## config.mk

```make
export PLATFORM = sky130hd
export DESIGN_NAME = serial_frame_deserializer_flat
export DESIGN_NICKNAME = d
export VERILOG_FILES = /design/src/rtl/serial_frame_deserializer_if.sv /design/src/rtl/serial_frame_deserializer.sv /design/src/flat_wrapper.sv
export SDC_FILE = /design/constraint.sdc
export NUM_CORES = 1
export LEC_CHECK = 0
export CELL_PAD_IN_SITES_DETAIL_PLACEMENT = 0
export CELL_PAD_IN_SITES_GLOBAL_PLACEMENT = 1
export CORE_ASPECT_RATIO = 1.75
export CORE_MARGIN = 8
export CORE_UTILIZATION = 37
export CTS_CLUSTER_SIZE = 24
export DETAILED_ROUTE_END_ITERATION = 10
export PLACE_DENSITY = 0.81
export RECOVER_POWER = 100
export SETUP_SLACK_MARGIN = 0.15
export SLEW_MARGIN = 20
export SYNTH_ARGS = -nofsm -noshare
export SYNTH_HDL_FRONTEND = slang
export SYNTH_SLANG_ARGS = --single-unit
export TNS_END_PERCENT = 1
```

## constraint.sdc

```tcl
create_clock -name C -period 2.1 [get_ports C]
set_input_delay 0.42 -clock C [delete_from_list [all_inputs] [get_ports C]]
set_output_delay 0.42 -clock C [all_outputs]
set_load 0.01 [all_outputs]
```

## src/rtl/serial_frame_deserializer_if.sv

```systemverilog
// -----------------------------------------------------------------------------
// serial_frame_deserializer_if
//
// Purpose:
//   Bundles the serial input side and the parallel word output side of the
//   serial frame deserializer into a single interface. Clock and reset are
//   kept as plain ports on the modules that use this interface.
//
// Signals:
//   SI      serial data bit, MSB of each word first
//   SVALID  SI carries a valid bit this cycle
//   RESYNC  one-cycle pulse: drop alignment and hunt for the sync word again
//   DOUT    assembled word, stable while DVALID=1
//   DVALID  DOUT holds an unconsumed word
//   DREADY  consumer accepts DOUT when DVALID&DREADY at the clock edge
//   LOCK    1 while word alignment is established
//   OVF     sticky flag: a completed word was dropped because DOUT was full
//
// Modports:
//   master  the environment: drives the serial stream and the consumer ready
//   slave   the deserializer itself
// -----------------------------------------------------------------------------
interface serial_frame_deserializer_if #(
    parameter int WIDTH = 8
);
    logic             SI;
    logic             SVALID;
    logic             RESYNC;
    logic [WIDTH-1:0] DOUT;
    logic             DVALID;
    logic             DREADY;
    logic             LOCK;
    logic             OVF;

    modport master (
        output SI,
        output SVALID,
        output RESYNC,
        output DREADY,
        input  DOUT,
        input  DVALID,
        input  LOCK,
        input  OVF
    );

    modport slave (
        input  SI,
        input  SVALID,
        input  RESYNC,
        input  DREADY,
        output DOUT,
        output DVALID,
        output LOCK,
        output OVF
    );
endinterface

```

## src/rtl/serial_frame_deserializer.sv

```systemverilog
// -----------------------------------------------------------------------------
// serial_frame_deserializer
//
// Purpose:
//   Consumes an MSB-first serial bit stream, hunts for a sync word to find the
//   word boundary, then reassembles WIDTH-bit words into a single holding
//   register offered to a downstream consumer with a valid/ready handshake.
//   The sync word that establishes alignment is never forwarded; once locked,
//   a word equal to the sync pattern is ordinary data.
//
// Parameters:
//   WIDTH      word width in bits (>= 2)
//   SYNC_WORD  alignment pattern, WIDTH bits wide
//
// Ports:
//   C    clock, all logic on its rising edge
//   R    synchronous reset, active-high, overrides every other input
//   bus  serial_frame_deserializer_if.slave: SI/SVALID/RESYNC in,
//        DOUT/DVALID out, DREADY in, LOCK/OVF out
// -----------------------------------------------------------------------------
module serial_frame_deserializer #(
    parameter int               WIDTH     = 8,
    parameter logic [WIDTH-1:0] SYNC_WORD = 8'hA5
) (
    input  logic                          C,
    input  logic                          R,
    serial_frame_deserializer_if.slave    bus
);

    localparam int CNT_W = $clog2(WIDTH + 1);

    localparam logic [CNT_W-1:0] CNT_LAST = CNT_W'(WIDTH - 1);
    localparam logic [CNT_W-1:0] CNT_FULL = CNT_W'(WIDTH);
    localparam logic [CNT_W-1:0] CNT_ONE  = CNT_W'(1);

    typedef enum logic [0:0] {
        ST_HUNT   = 1'b0,
        ST_LOCKED = 1'b1
    } state_t;

    // -------------------------------------------------------------------------
    // State
    // -------------------------------------------------------------------------
    state_t             state_q,  state_d;
    logic [WIDTH-1:0]   win_q,    win_d;
    // In HUNT: fill count of the window since entering HUNT (saturating).
    // In LOCKED: number of bits of the current word received so far.
    logic [CNT_W-1:0]   bitcnt_q, bitcnt_d;
    logic [WIDTH-1:0]   dout_q,   dout_d;
    logic               dvalid_q, dvalid_d;
    logic               ovf_q,    ovf_d;

    // Window as it would look after shifting in this cycle's SI. Both the
    // sync comparison and the completed word are taken from this value so
    // that the last bit of a word is used in the same cycle it arrives.
    logic [WIDTH-1:0]   shifted;
    logic               sync_match;
    logic               word_done;
    logic               accept;

    assign shifted = {win_q[WIDTH-2:0], bus.SI};
    assign accept  = dvalid_q & bus.DREADY;

    // -------------------------------------------------------------------------
    // State register
    // -------------------------------------------------------------------------
    always_ff @(posedge C) begin
        if (R) begin
            state_q  <= ST_HUNT;
            win_q    <= '0;
            bitcnt_q <= '0;
            dout_q   <= '0;
            dvalid_q <= 1'b0;
            ovf_q    <= 1'b0;
        end else begin
            state_q  <= state_d;
            win_q    <= win_d;
            bitcnt_q <= bitcnt_d;
            dout_q   <= dout_d;
            dvalid_q <= dvalid_d;
            ovf_q    <= ovf_d;
        end
    end

    // -------------------------------------------------------------------------
    // Next-state logic
    // -------------------------------------------------------------------------
    always_comb begin
        state_d    = state_q;
        win_d      = win_q;
        bitcnt_d   = bitcnt_q;
        dout_d     = dout_q;
        dvalid_d   = dvalid_q;
        ovf_d      = ovf_q;
        sync_match = 1'b0;
        word_done  = 1'b0;

        if (bus.RESYNC) begin
            // Alignment and any partial word are thrown away, including the
            // bit presented this cycle. The holding register is left alone so
            // a word already offered can still be consumed below.
            state_d  = ST_HUNT;
            win_d    = '0;
            bitcnt_d = '0;
        end else if (bus.SVALID) begin
            win_d = shifted;
            unique case (state_q)
                ST_HUNT: begin
                    // Only compare once the window holds a full word of bits
                    // received since entering HUNT; stale zeros must not be
                    // able to complete a match.
                    sync_match = (bitcnt_q >= CNT_LAST) && (shifted == SYNC_WORD);
                    if (sync_match) begin
                        state_d  = ST_LOCKED;
                        bitcnt_d = '0;
                    end else if (bitcnt_q < CNT_FULL) begin
                        bitcnt_d = bitcnt_q + CNT_ONE;
                    end
                end
                ST_LOCKED: begin
                    if (bitcnt_q == CNT_LAST) begin
                        word_done = 1'b1;
                        bitcnt_d  = '0;
                    end else begin
                        bitcnt_d  = bitcnt_q + CNT_ONE;
                    end
                end
                default: begin
                    state_d  = ST_HUNT;
                    bitcnt_d = '0;
                end
            endcase
        end

        // Holding register. A completion on the same edge as an accept
        // replaces the word in place, so DVALID never drops in between.
        if (word_done) begin
            if (!dvalid_q || accept) begin
                dout_d   = shifted;
                dvalid_d = 1'b1;
            end else begin
                ovf_d    = 1'b1;
            end
        end else if (accept) begin
            dvalid_d = 1'b0;
        end
    end

    // -------------------------------------------------------------------------
    // Outputs
    // -------------------------------------------------------------------------
    assign bus.DOUT   = dout_q;
    assign bus.DVALID = dvalid_q;
    assign bus.LOCK   = (state_q == ST_LOCKED);
    assign bus.OVF    = ovf_q;

endmodule

```

## src/flat_wrapper.sv

```systemverilog
// flat-port wrapper written by rule: the top's interface ports become plain ports
module serial_frame_deserializer_flat 
#(
    parameter int               WIDTH     = 8,
    parameter logic [WIDTH-1:0] SYNC_WORD = 8'hA5
)
  (C, R, bus_SI, bus_SVALID, bus_RESYNC, bus_DREADY, bus_DOUT, bus_DVALID, bus_LOCK, bus_OVF);
  serial_frame_deserializer_if #(.WIDTH(WIDTH)) bus_i ();
  input  logic C;
  input  logic R;
  input wire logic [$bits(bus_i.SI)-1:0] bus_SI;
  input wire logic [$bits(bus_i.SVALID)-1:0] bus_SVALID;
  input wire logic [$bits(bus_i.RESYNC)-1:0] bus_RESYNC;
  input wire logic [$bits(bus_i.DREADY)-1:0] bus_DREADY;
  output wire logic [$bits(bus_i.DOUT)-1:0] bus_DOUT;
  output wire logic [$bits(bus_i.DVALID)-1:0] bus_DVALID;
  output wire logic [$bits(bus_i.LOCK)-1:0] bus_LOCK;
  output wire logic [$bits(bus_i.OVF)-1:0] bus_OVF;
  assign bus_i.SI = bus_SI;
  assign bus_i.SVALID = bus_SVALID;
  assign bus_i.RESYNC = bus_RESYNC;
  assign bus_i.DREADY = bus_DREADY;
  assign bus_DOUT = bus_i.DOUT;
  assign bus_DVALID = bus_i.DVALID;
  assign bus_LOCK = bus_i.LOCK;
  assign bus_OVF = bus_i.OVF;
  serial_frame_deserializer #(.WIDTH(WIDTH), .SYNC_WORD(SYNC_WORD)) u_core (.C(C), .R(R), .bus(bus_i));
endmodule
```

==> results by group, run 1 <==
Timing
  • Slew Viols, Final: 0
  • Clock skew: ~2.4 ps
  • Worst slew pin tran: slightly above 600 ps
  • RSZ-0062 raised after global routing: false
  • Slew headroom: 58.4%
  • Fmax: approximately 570 MHz
  • Final hold vios: 0
  • Setup TNS after final layout: 0 ps
  • Setup violators final: 0
  • Crit path time final: roughly 1700 ps
  • Final period utilization: about 83%

Floorplanning
  • # IOs: 17
  • Die area: roughly 0.0043 mm²
  • Core Box Area: ~0.0023 mm²
  • Initial Util: between 30% and 40%
  • Row Count: 23
  • Die W: about 53 µm
  • Die height: approximately 80 µm

Clock network
  • CTS H-Tree Depth: 1
  • Hold Buf Count CTS: 0
  • Clk root buf: clkbuf_8
  • Worst-case clock buffer depth: 2
  • CTS tree: built
  • Clk Latency, worst-skew pair: approximately 260 ps
  • Clock transition at the registers of the reported paths: around 80 ps
  • Total CTS buffers: 3
  • Post-CTS Setup Repair Bufs: 0
  • Post-cts sizing count: 0
  • CTS Sinks: 22

Routing
  • Met2 WL: just over 1 mm
  • Met3 WL: approximately 63 µm
  • DRC viols: 0
  • Vias: between 700 and 800
  • Antenna-violating nets left: 0
  • Max Used Layer: met4
  • Total Wirelength: 1.89 mm
  • TritonRoute pass-1 iters: 4
  • Via density: ~5.3
  • WL/cell: roughly 14 µm
  • Initial DRC Count: 16
  • M1 WL: roughly 800 µm

Global routing
  • Grt total ovfl: 0
  • Largest net degree at the start of global routing: 14
  • Vias in the first global route: around 760
  • Antenna violations before repair: 0
  • Total track usage: 9.78%
  • First-pass GRT wire length: roughly 3.3 mm

Critical path
  • Critical path type: flip-flop to flip-flop
  • RR Startpoint: u_core.bitcnt_q[0]$_SDFFE_PP0P_
  • Worst-path fanout max: 8
  • CP Launch Type: flip-flop
  • Critical Path AT: around 1900 ps
  • R2r worst-path depth: 6
  • Critical path endpoint category: flip-flop
  • Reg-to-reg endpoint: u_core.bus.DOUT[4]$_SDFFE_PP0P_
  • CP Data Required Time: 2260 ps
  • Worst reg2reg setup slack: 350 ps

Min path
  • Worst hold path type: flip-flop to flip-flop
  • Min-delay src: u_core.bus.OVF$_SDFFE_PP0P_
  • Hold endpoint: u_core.bus.OVF$_SDFFE_PP0P_
  • WHS Path Cells: 2

Synthesis
  • Syn nets: 100
  • Biggest area consumer among synthesized cells: dfxtp_1
  • Yosys warnings: 0
  • Synthesized cell area: 901 µm²
  • Synthesized instance count: 93
  • Register area share after synthesis: just under 50%
  • Avg Cell Area, Syn: ~9.7 µm²
  • Top-area cell type share of the netlist area: 48.9%
  • Top cells by area, synth: dfxtp_1, mux2i_1, nor2_1
  • Distinct cells, synth: 25
  • Synth Register Bits: 22

Layout
  • Antenna Cells: 0
  • Post-Layout Cell Count: about 140
  • Final nets: ~120
  • Ratio of cells with drive above 1 in the final layout: around 7.1%
  • Area grow syn2layout: 28.5%

Place
  • DP Cell Count: between 100 and 150
  • I/O Buffers: 16
  • GPL Wtd Cong: approximately 0.76
  • DP Wirelength: roughly 1.4 mm

Flow run
  • Max-cap violations: 0

Pwr
  • P_sw: roughly 0.00016 W
  • VDD IR-drop max: 460 µV
  • Switching Share: a little under a fifth
  • Clk pwr share: between 40% and 50%
  • Pwr Density: 733 mW/mm²
  • Comb power frac: around 4.1%
  • Sequential power share: about half
  • P_leak: between 0.4 and 0.5 nW
  • Int Pwr: 0.000690 W

Run status
  • Status: finished clean
-- critical path: stages (launching register included) --
cell	delay, ps
dfxtp_1	410
ha_1	260
nand3b_2	120
nor4_1	280
clkbuf_2	320
mux2i_1	220
nor2_1	50
-- flip-flops by register name, indices dropped and copies added (netlist names) --
signal             count
u_core.bitcnt_q        4
u_core.bus.DOUT        8
u_core.bus.DVALID      1
u_core.bus.LOCK        1
u_core.bus.OVF         1
u_core.win_q           7
-- power by group through the flow --
stage	Sequential [W]	Combinational, W	Clock (W)
after floorplan	0.000430	0.0000180	0
after global placement	0.000431	0.0000358	0
after detailed placement	0.000431	0.0000359	0
after CTS	0.000421	0.0000362	0.000402
after global routing	0.000422	0.0000382	0.000416
final	0.000421	0.0000348	0.000392
-- cell families after synthesis --
| group | after synthesis | synth area share (%) |
|---|---|---|
| flops | 22 | 48.9 |
| mux | 15 | 16.7 |
| simple gates | 37 | 21.5 |
| fa+ha+maj | 1 | 1.39 |
| compound gates | 13 | 9.45 |
| buf+inv | 5 | 2.08 |
-- metal layers --
| layer | track usage (%) | up-vias |
|---|---|---|
| li1 | - | 368 |
| met5 | 0 | - |
| met2 | 17.0 | 9 |
| met4 | 5.33 | 0 |
| met3 | 2.93 | 2 |
| met1 | 9.94 | 346 |
-- cell type report --
type | count | area, µm²
Inverter | 2 | 7.51
Tap cell | 25 | 31.3
Clock inverter | 1 | 30.0
Clock buffer | 3 | 41.3
Multi-Input combinational cell | 66 | 427
Fill cell | 236 | 1140
Sequential cell | 22 | 440
Timing Repair Buffer | 19 | 180
-- how the worst max path moves through the flow --
stage                               startpoint                         endpoint  slack [ps]  cells after the start
2_1_floorplan  u_core.bitcnt_q[0]$_SDFFE_PP0P_  u_core.bus.DOUT[0]$_SDFFE_PP0P_         430                      5
3_3_place_gp                        bus_SVALID  u_core.bus.DOUT[5]$_SDFFE_PP0P_         290                      6
3_5_place_dp                        bus_RESYNC  u_core.bus.DOUT[2]$_SDFFE_PP0P_         290                      5
4_1_cts           u_core.bus.LOCK$_SDFFE_PP0P_                         bus_LOCK         420                      1
5_1_grt        u_core.bitcnt_q[0]$_SDFFE_PP0P_  u_core.bus.DOUT[6]$_SDFFE_PP0P_         200                      6
6_report       u_core.bitcnt_q[0]$_SDFFE_PP0P_  u_core.bus.DOUT[4]$_SDFFE_PP0P_         350                      6
-- cells in the mapped netlist --
library cell and instances:
a21o_1 1, a21oi_1 4, a311oi_1 1, a41oi_1 2, and4b_1 1, buf_1 1
clkbuf_1 2, dfxtp_1 22, ha_1 1, inv_1 2, mux2i_1 15, nand2_1 4
nand3_1 1, nand3b_2 1, nor2_1 21, nor2b_1 2, nor3_1 2, nor3b_1 1
nor4_4 1, nor4b_1 1, o2111ai_1 1, o21ai_0 2, o22ai_1 2, or2_2 1
or2b_1 1
-- per-stage QoR --
stage / setup WS [ps] / power [W] / util [%] / cell area [µm²] / hold slack (ps)
final: 355 / 0.000848 / 50.3 / 1160 / 474
after global routing: 198 / 0.000875 / 50.3 / 1160 / 527
after CTS: 421 / 0.000860 / 51.0 / 1170 / 488
after detailed placement: 292 / 0.000467 / 47.9 / 1100 / 469
after global placement: 287 / 0.000467 / 47.9 / 1100 / 458
after floorplan: 427 / 0.000448 / - / 901 / 475
-- layout by cell type, fill, tap and decap left out, types with 2 or more instances in the layout --
master,synthesis,routed
mux2i_1,15,15
o22ai_1,2,2
a21oi_1,4,4
clkdlybuf4s50_1,0,4
dlygate4sd3_1,0,12
inv_1,2,2
a41oi_1,2,2
nor2b_1,2,2
nor3_1,2,2
nand2_1,4,4
dfxtp_1,22,22
nor2_1,21,21
buf_4,0,2
o21ai_0,2,2
clkbuf_8,0,3
Note: power is estimated with default switching activity, not from simulation.
==> run 2, diff against run 1 <==
--- a/config.mk
+++ b/config.mk
@@ -9,10 +9,10 @@
 export CELL_PAD_IN_SITES_GLOBAL_PLACEMENT = 1
 export CORE_ASPECT_RATIO = 1.75
 export CORE_MARGIN = 8
-export CORE_UTILIZATION = 37
+export CORE_UTILIZATION = 34
 export CTS_CLUSTER_SIZE = 24
 export DETAILED_ROUTE_END_ITERATION = 10
-export PLACE_DENSITY = 0.81
+export PLACE_DENSITY = 0.78
 export RECOVER_POWER = 100
 export SETUP_SLACK_MARGIN = 0.15
 export SLEW_MARGIN = 20
==> constraint.sdc (replaced) <==
create_clock -name C -period 1.5 [get_ports C]
set_input_delay 0.3 -clock C [delete_from_list [all_inputs] [get_ports C]]
set_output_delay 0.3 -clock C [all_outputs]
set_load 0.01 [all_outputs]
==> run 2 against run 1 <==
Effect of this change: sequential power up 40%; flip-flop and latch count unchanged; cell count is 9.4% higher; die area up 6.6%; largest power group unchanged; clock power up 37%; count of clock-buffer cells in the layout did not move.
==> results by group, run 2 (synthesized netlist as in run 1, its figures left out) <==
Place
  • DP Wirelength: 1.53 mm (+7.3%)
  • GPL Wtd Cong: 0.894 (+18%)
  • I/O Buffers: 16 (unchanged)
  • DP Cell Count: 146 (+9.0%)

Pwr
  • P_leak: 0.526 nW (+14%)
  • VDD IR-drop max: 1050 µV (+130%)
  • Int Pwr: 0.000975 W (+41%)
  • Pwr Density: 916 mW/mm² (+25%)
  • Total power: 0.00119 W (+40%)
  • P_sw: 0.000212 W (+34%)
  • Switching Share: 17.9% (-0.77 points)
  • Sequential power share: 49.7% (about the same)
  • Clk pwr share: 45.2% (-1.0 points)
  • Comb power frac: 5.1% (+1.0 points)

Clock network
  • Total CTS buffers: 3 (unchanged)
  • Clock transition at the registers of the reported paths: 80 ps (about the same)
  • CTS tree: built
  • Clk root buf: clkbuf_8
  • CTS H-Tree Depth: 1 (unchanged)
  • CTS Sinks: 22 (unchanged)
  • Clk Latency, worst-skew pair: 260 ps (about the same)
  • Worst-case clock buffer depth: 2 (unchanged)
  • Hold Buf Count CTS: 0 (unchanged)

Routing
  • WL/cell: 13.4 µm (-2.5%)
  • Vias: 762 (+5.1%)
  • DRC viols: 0 (unchanged)
  • Initial DRC Count: 27 (+11)
  • Total Wirelength: 2.02 mm (+6.7%)
  • Via density: 5.05 (-3.9%)
  • TritonRoute pass-1 iters: 3 (-1)
  • Antenna-violating nets left: 0 (unchanged)

Floorplanning
  • # IOs: 17 (unchanged)
  • Initial Util: 36.1% (-3.0 points)
  • Row Count: 24 (+4.3%)
  • Die W: 54.9 µm (+3.0%)
  • Die area: 0.00462 mm² (+6.6%)
  • Core Box Area: 0.00249 mm² (+8.3%)
  • Die height: 84.1 µm (+3.5%)

Layout
  • Ratio of cells with drive above 1 in the final layout: 20.8% (+14 points)
  • Post-Layout Cell Count: 151 (+9.4%)
  • Most frequent cells in the layout: nor2_1, dfxtp_1, mux2i_1, clkdlybuf4s50_1, buf_4
  • Antenna Cells: 0 (unchanged)
  • Filler cells: 249 (+5.5%)
  • Final nets: 133 (+9.9%)
  • Area grow syn2layout: 43.9%
  • Most common cell after layout, fill and taps aside: nor2_1
  • Max reg flops: 8 (unchanged)

Timing
  • Setup violators final: 0 (unchanged)
  • Worst slew pin tran: 286 ps (-330 ps)
  • Clock skew: 3.42 ps (+0.979 ps)
  • Slew Viols, Final: 0 (unchanged)
  • Crit path time final: 1440 ps
  • Fmax: 695 MHz
  • Final period utilization: a little over nine tenths
  • Final hold slack: 479 ps (+5.19 ps)
  • RSZ-0062 raised after global routing: true
  • Final hold vios: 0 (unchanged)
  • Slew headroom: 80.9% (+23 points)

Critical path
  • Critical path cell sequence: clkdlybuf4s50_1
  • CP Depth: 1 (-5)
  • Slowest stage cell, crit path: clkdlybuf4s50_1
  • Critical path type: flip-flop to primary output
  • RR Startpoint: u_core.bitcnt_q[1]$_SDFFE_PP0P_
  • Reg-to-reg endpoint: u_core.bus.DOUT[7]$_SDFFE_PP0P_
  • WP buf/inv: 1 (unchanged)
  • Worst-path fanout max: 2 (-6)
  • Critical path endpoint category: primary output
  • Cell family with most CP delay: buffers and inverters
  • Worst Setup SP: u_core.bus.DOUT[4]$_SDFFE_PP0P_
  • Worst reg2reg setup slack: 150 ps (-200 ps)
  • CP Launch Type: flip-flop
  • Critical Path AT: 1140 ps (-760 ps)
  • R2r worst-path depth: 6 (unchanged)
  • CP Data Required Time: 1200 ps (-1060 ps)
  • Crit-path max cell delay: 540 ps (+130 ps)
  • Crit path to: bus_DOUT[4]

Global routing
  • Largest net degree at the start of global routing: 14 (unchanged)
  • Antenna violations before repair: 0 (unchanged)
  • Grt total ovfl: 0 (unchanged)
  • Vias in the first global route: 794 (+5.2%)
  • Total track usage: 9.64% (-0.14 points)
  • First-pass GRT wire length: 3.53 mm (+7.6%)

Min path
  • Min-delay src: u_core.bus.OVF$_SDFFE_PP0P_
  • Worst hold path type: flip-flop to flip-flop

Run status
  • Status: finished clean

Flow run
  • Max-cap violations: 0 (unchanged)
run 2: cell types whose count changed in the layout (fill, tap and decap cells not counted), sizes merged:
cell           before  now
clkdlybuf4s50       4   14
dlygate4sd2         0    1
dlygate4sd3        12    0
clkbuf              4    5
buf                 2   13
clkdlybuf4s25       0    1
run 2: layer usage:
layer | up-vias | wire, µm | track usage [%]
li1 | 389 | - | -
met4 | 0 | 21 | 4.62
met1 | 364 | 870 | 11.6
met2 | 7 | 1070 | 15.1
met5 | - | 0 | 0
met3 | 2 | 61 | 2.14
run 2: how the worst min path moves through the flow:
stage / to / slack [ps] / cells past startpoint
finish: u_core.bus.OVF$_SDFFE_PP0P_ / 480 / 2
global route: u_core.bus.OVF$_SDFFE_PP0P_ / 540 / 2
CTS: u_core.bus.OVF$_SDFFE_PP0P_ / 490 / 2
detailed placement: u_core.bus.OVF$_SDFFE_PP0P_ / 470 / 2
global placement: u_core.bus.OVF$_SDFFE_PP0P_ / 450 / 2
floorplan: u_core.bus.DOUT[0]$_SDFFE_PP0P_ / 450 / 2
run 2: power groups by stage:
stage | Combinational [W] | Sequential, W | Clock (W)
after global placement | 0.0000621 | 0.000603 | 0
after global routing | 0.0000659 | 0.000590 | 0.000584
after CTS | 0.0000625 | 0.000589 | 0.000558
final | 0.0000605 | 0.000589 | 0.000537
after detailed placement | 0.0000622 | 0.000603 | 0
after floorplan | 0.0000259 | 0.000604 | 0
run 2: what timing repair did:
action / CTS / global route
buffers inserted: 0 / 1
pin swaps: 0 / 1
gates resized for setup: 3 / 3
endpoints found under the setup margin: 21 / 22
run 2: metrics by stage:
step	setup TNS [ps]	util, %	instance area, µm²	setup slack, ps
after floorplan	-695	-	925	-86.9
after global routing	0	52.0	1300	7.62
after global placement	-2000	48.6	1210	-180
after CTS	0	51.6	1290	21.2
final	0	52.0	1300	61.6
after detailed placement	-2130	48.6	1210	-199
run 2: layout make-up:
| cell class | instances | area, µm² | share of cell area [%] |
|---|---|---|---|
| Multi-Input combinational cell | 66 | 473 | 36.5 |
| Sequential cell | 22 | 443 | 34.2 |
| Timing Repair Buffer | 31 | 269 | 20.8 |
| Clock buffer | 3 | 41.3 | 3.19 |
| Tap cell | 26 | 32.5 | 2.51 |
| Clock inverter | 1 | 30.0 | 2.32 |
| Inverter | 2 | 7.51 | 0.579 |
==> run 3, diff against run 2 <==
--- a/config.mk
+++ b/config.mk
@@ -5,14 +5,15 @@
 export SDC_FILE = /design/constraint.sdc
 export NUM_CORES = 1
 export LEC_CHECK = 0
+export CAP_MARGIN = 20
 export CELL_PAD_IN_SITES_DETAIL_PLACEMENT = 0
 export CELL_PAD_IN_SITES_GLOBAL_PLACEMENT = 1
 export CORE_ASPECT_RATIO = 1.75
 export CORE_MARGIN = 8
-export CORE_UTILIZATION = 34
+export CORE_UTILIZATION = 37
 export CTS_CLUSTER_SIZE = 24
 export DETAILED_ROUTE_END_ITERATION = 10
-export PLACE_DENSITY = 0.78
+export PLACE_DENSITY = 0.81
 export RECOVER_POWER = 100
 export SETUP_SLACK_MARGIN = 0.15
 export SLEW_MARGIN = 20
==> constraint.sdc (replaced) <==
create_clock -name C -period 1.6 [get_ports C]
set_input_delay 0.32 -clock C [delete_from_list [all_inputs] [get_ports C]]
set_output_delay 0.32 -clock C [all_outputs]
set_load 0.01 [all_outputs]
==> run 3 against run 2 <==
Effect of this change: global-route usage up 1.0 points; clock skew rose by 1.7 ps; combinational power is 7.1% lower; die area shrank 6.2%; via count is 1.8% higher; cell area shrank 3.3%; critical path type unchanged; critical endpoint is now bus_OVF; largest cell class unchanged; highest routed layer unchanged.
==> results by group, run 3 (synthesized netlist as in run 1, its figures left out) <==
Run status
  • Status: finished clean

Clock network
  • Clock transition at the registers of the reported paths: 80 ps (about the same)
  • CTS tree: built
  • Clk root buf: clkbuf_8
  • CTS H-Tree Depth: 1 (unchanged)
  • Total CTS buffers: 3 (unchanged)
  • Clk Latency, worst-skew pair: 260 ps (about the same)
  • CTS Sinks: 22 (unchanged)
  • Worst-case clock buffer depth: 2 (unchanged)

Layout
  • Most frequent cells in the layout: nor2_1, dfxtp_1, mux2i_1
  • Most common cell after layout, fill and taps aside: nor2_1
  • Ratio of cells with drive above 1 in the final layout: 17.9% (-2.9 points)
  • Final nets: 131 (-1.5%)
  • Footprint of the multi-input gates: 457 µm² (-3.4%)
  • Final instance area: 0.00125 mm² (-3.3%)
  • Reg area: 448 µm² (+1.1%)
  • Antenna Cells: 0 (unchanged)
  • Max reg flops: 8 (unchanged)
  • Filler cells: 245 (-1.6%)
  • Area grow syn2layout: 39.2%

Pwr
  • Total power: 0.00100 W (-15%)
  • Int Pwr: 0.000797 W (-18%)
  • Sequential power share: 54.8% (+5.1 points)
  • Pwr Density: 801 mW/mm² (-13%)
  • P_leak: 0.527 nW (+0.14%)
  • VDD IR-drop max: 707 µV (-33%)
  • P_sw: 0.000207 W (-2.5%)
  • Switching Share: 20.6% (+2.7 points)
  • Clk pwr share: 39.6% (-5.6 points)
  • Comb power frac: 5.6% (+0.5 points)

Flow run
  • Max-cap violations: 0 (unchanged)

Timing
  • Slew Viols, Final: 0 (unchanged)
  • Clock skew: 5.12 ps (+1.71 ps)
  • Final Worst Setup Slack: 74.2 ps (+12.5 ps)
  • Final hold slack: 495 ps (+15.9 ps)
  • RSZ-0062 raised after global routing: true
  • Final period utilization: between 90% and 100%
  • Final hold vios: 0 (unchanged)
  • Worst slew pin tran: 285 ps (-0.507 ps)
  • Slew headroom: 80.8% (-0.11 points)
  • Fmax: 655 MHz
  • Crit path time final: around 1500 ps
  • Setup violators final: 0 (unchanged)

Global routing
  • Largest net degree at the start of global routing: 13 (-1)
  • Total track usage: 10.7% (+1.0 points)
  • Grt total ovfl: 0 (unchanged)
  • Vias in the first global route: 772 (-2.8%)
  • First-pass GRT wire length: 3.51 mm (-0.76%)
  • Antenna violations before repair: 0 (unchanged)

Place
  • Placement Setup Slack: -135 ps (+63.2 ps)
  • DP Wirelength: 1.58 mm (+3.3%)
  • GPL Wtd Cong: 0.758 (-15%)
  • Post-DP Area: 0.00118 mm² (-2.6%)
  • I/O Buffers: 16 (unchanged)

Critical path
  • Critical path cell sequence: dlygate4sd3_1
  • CP Data Required Time: 1280 ps (+80 ps)
  • R2r worst-path depth: 6 (unchanged)
  • Worst-path fanout max: 2 (unchanged)
  • Worst Setup SP: u_core.bus.OVF$_SDFFE_PP0P_
  • Slowest stage cell, crit path: dlygate4sd3_1
  • Worst reg2reg setup slack: 180 ps (+30 ps)
  • Cell family with most CP delay: buffers and inverters
  • Critical path endpoint category: primary output
  • CP Launch Type: flip-flop
  • Critical Path AT: 1210 ps (+70 ps)
  • RR Startpoint: u_core.bitcnt_q[0]$_SDFFE_PP0P_
  • Crit-path max cell delay: 610 ps (+70 ps)
  • Critical path type: flip-flop to primary output
  • WP buf/inv: 1 (unchanged)
  • Reg-to-reg endpoint: u_core.bus.DOUT[5]$_SDFFE_PP0P_

Floorplanning
  • Die area: 0.00433 mm² (-6.2%)
  • Core Box Area: 0.00230 mm² (-7.6%)
  • # IOs: 17 (unchanged)
  • Row Count: 23 (-4.2%)
  • Die height: 81.3 µm (-3.4%)
  • Initial Util: 39.1% (+3.0 points)
  • Die W: 53.3 µm (-2.9%)

Min path
  • WHS Path Cells: 2 (unchanged)
  • Worst hold path type: flip-flop to flip-flop
  • Hold endpoint: u_core.bus.OVF$_SDFFE_PP0P_
  • Min-delay src: u_core.bus.OVF$_SDFFE_PP0P_

Routing
  • Antenna-violating nets left: 0 (unchanged)
  • Total Wirelength: 2.11 mm (+4.2%)
  • Via density: 5.24 (+3.9%)
  • DRC viols: 0 (unchanged)
  • Vias: 776 (+1.8%)
  • Initial DRC Count: 11 (-59%)
  • TritonRoute pass-1 iters: 4 (+1)
  • WL/cell: 14.2 µm (+6.3%)
run 3: timing repair:
item | CTS | global route
endpoints found under the setup margin | 19 | 21
gates resized for setup | 5 | 3
hold buffers | 0 | 0
hold endpoints to repair | 0 | 0
setup buffers | 0 | 3
pin swaps | 0 | 2
run 3: how the worst max path moves through the flow:
| stage | to | cells after the start | slack, ps |
|---|---|---|---|
| 2_1_floorplan | u_core.bus.DOUT[0]$_SDFFE_PP0P_ | 5 | 10 |
| 3_3_place_gp | u_core.bus.DOUT[3]$_SDFFE_PP0P_ | 6 | -110 |
| 3_5_place_dp | u_core.bus.DOUT[5]$_SDFFE_PP0P_ | 6 | -140 |
| 4_1_cts | u_core.bus.DOUT[5]$_SDFFE_PP0P_ | 6 | 90 |
| 5_1_grt | bus_DOUT[3] | 1 | 50 |
| 6_report | bus_OVF | 1 | 70 |
run 3: final cells by class:
cell class	count	area share, %
tap	25	2.50
sequential	22	35.7
timing repair buffer	29	20.4
clock buffer	4	4.39
inverter	2	0.599
multi-input combinational	66	36.4
run 3: power groups by stage:
stage,logic [W],registers (W),clock network [W]
after global placement,0.0000523,0.000567,0
after global routing,0.0000614,0.000551,0.000434
after detailed placement,0.0000537,0.000567,0
final,0.0000562,0.000551,0.000397
after CTS,0.0000534,0.000551,0.000412
after floorplan,0.0000243,0.000566,0
run 3: metal layers:
layer  track usage [%]  vias to the layer above  share of wire (%)
met5                 0                        -                  0
met1              11.5                      372                 41
met2              18.0                       14                 54
met4              6.09                        0                2.2
li1                  -                      385                  -
met3              2.56                        5                3.3
run 3: stage by stage:
step           std cells  TNS, ps  utilization [%]
3_3_place_gp         141     -859             51.2
3_5_place_dp         141    -1030             51.2
2_1_floorplan         93        0                -
4_1_cts              145        0             54.0
5_1_grt              148        0             54.5
6_report             148        0             54.5
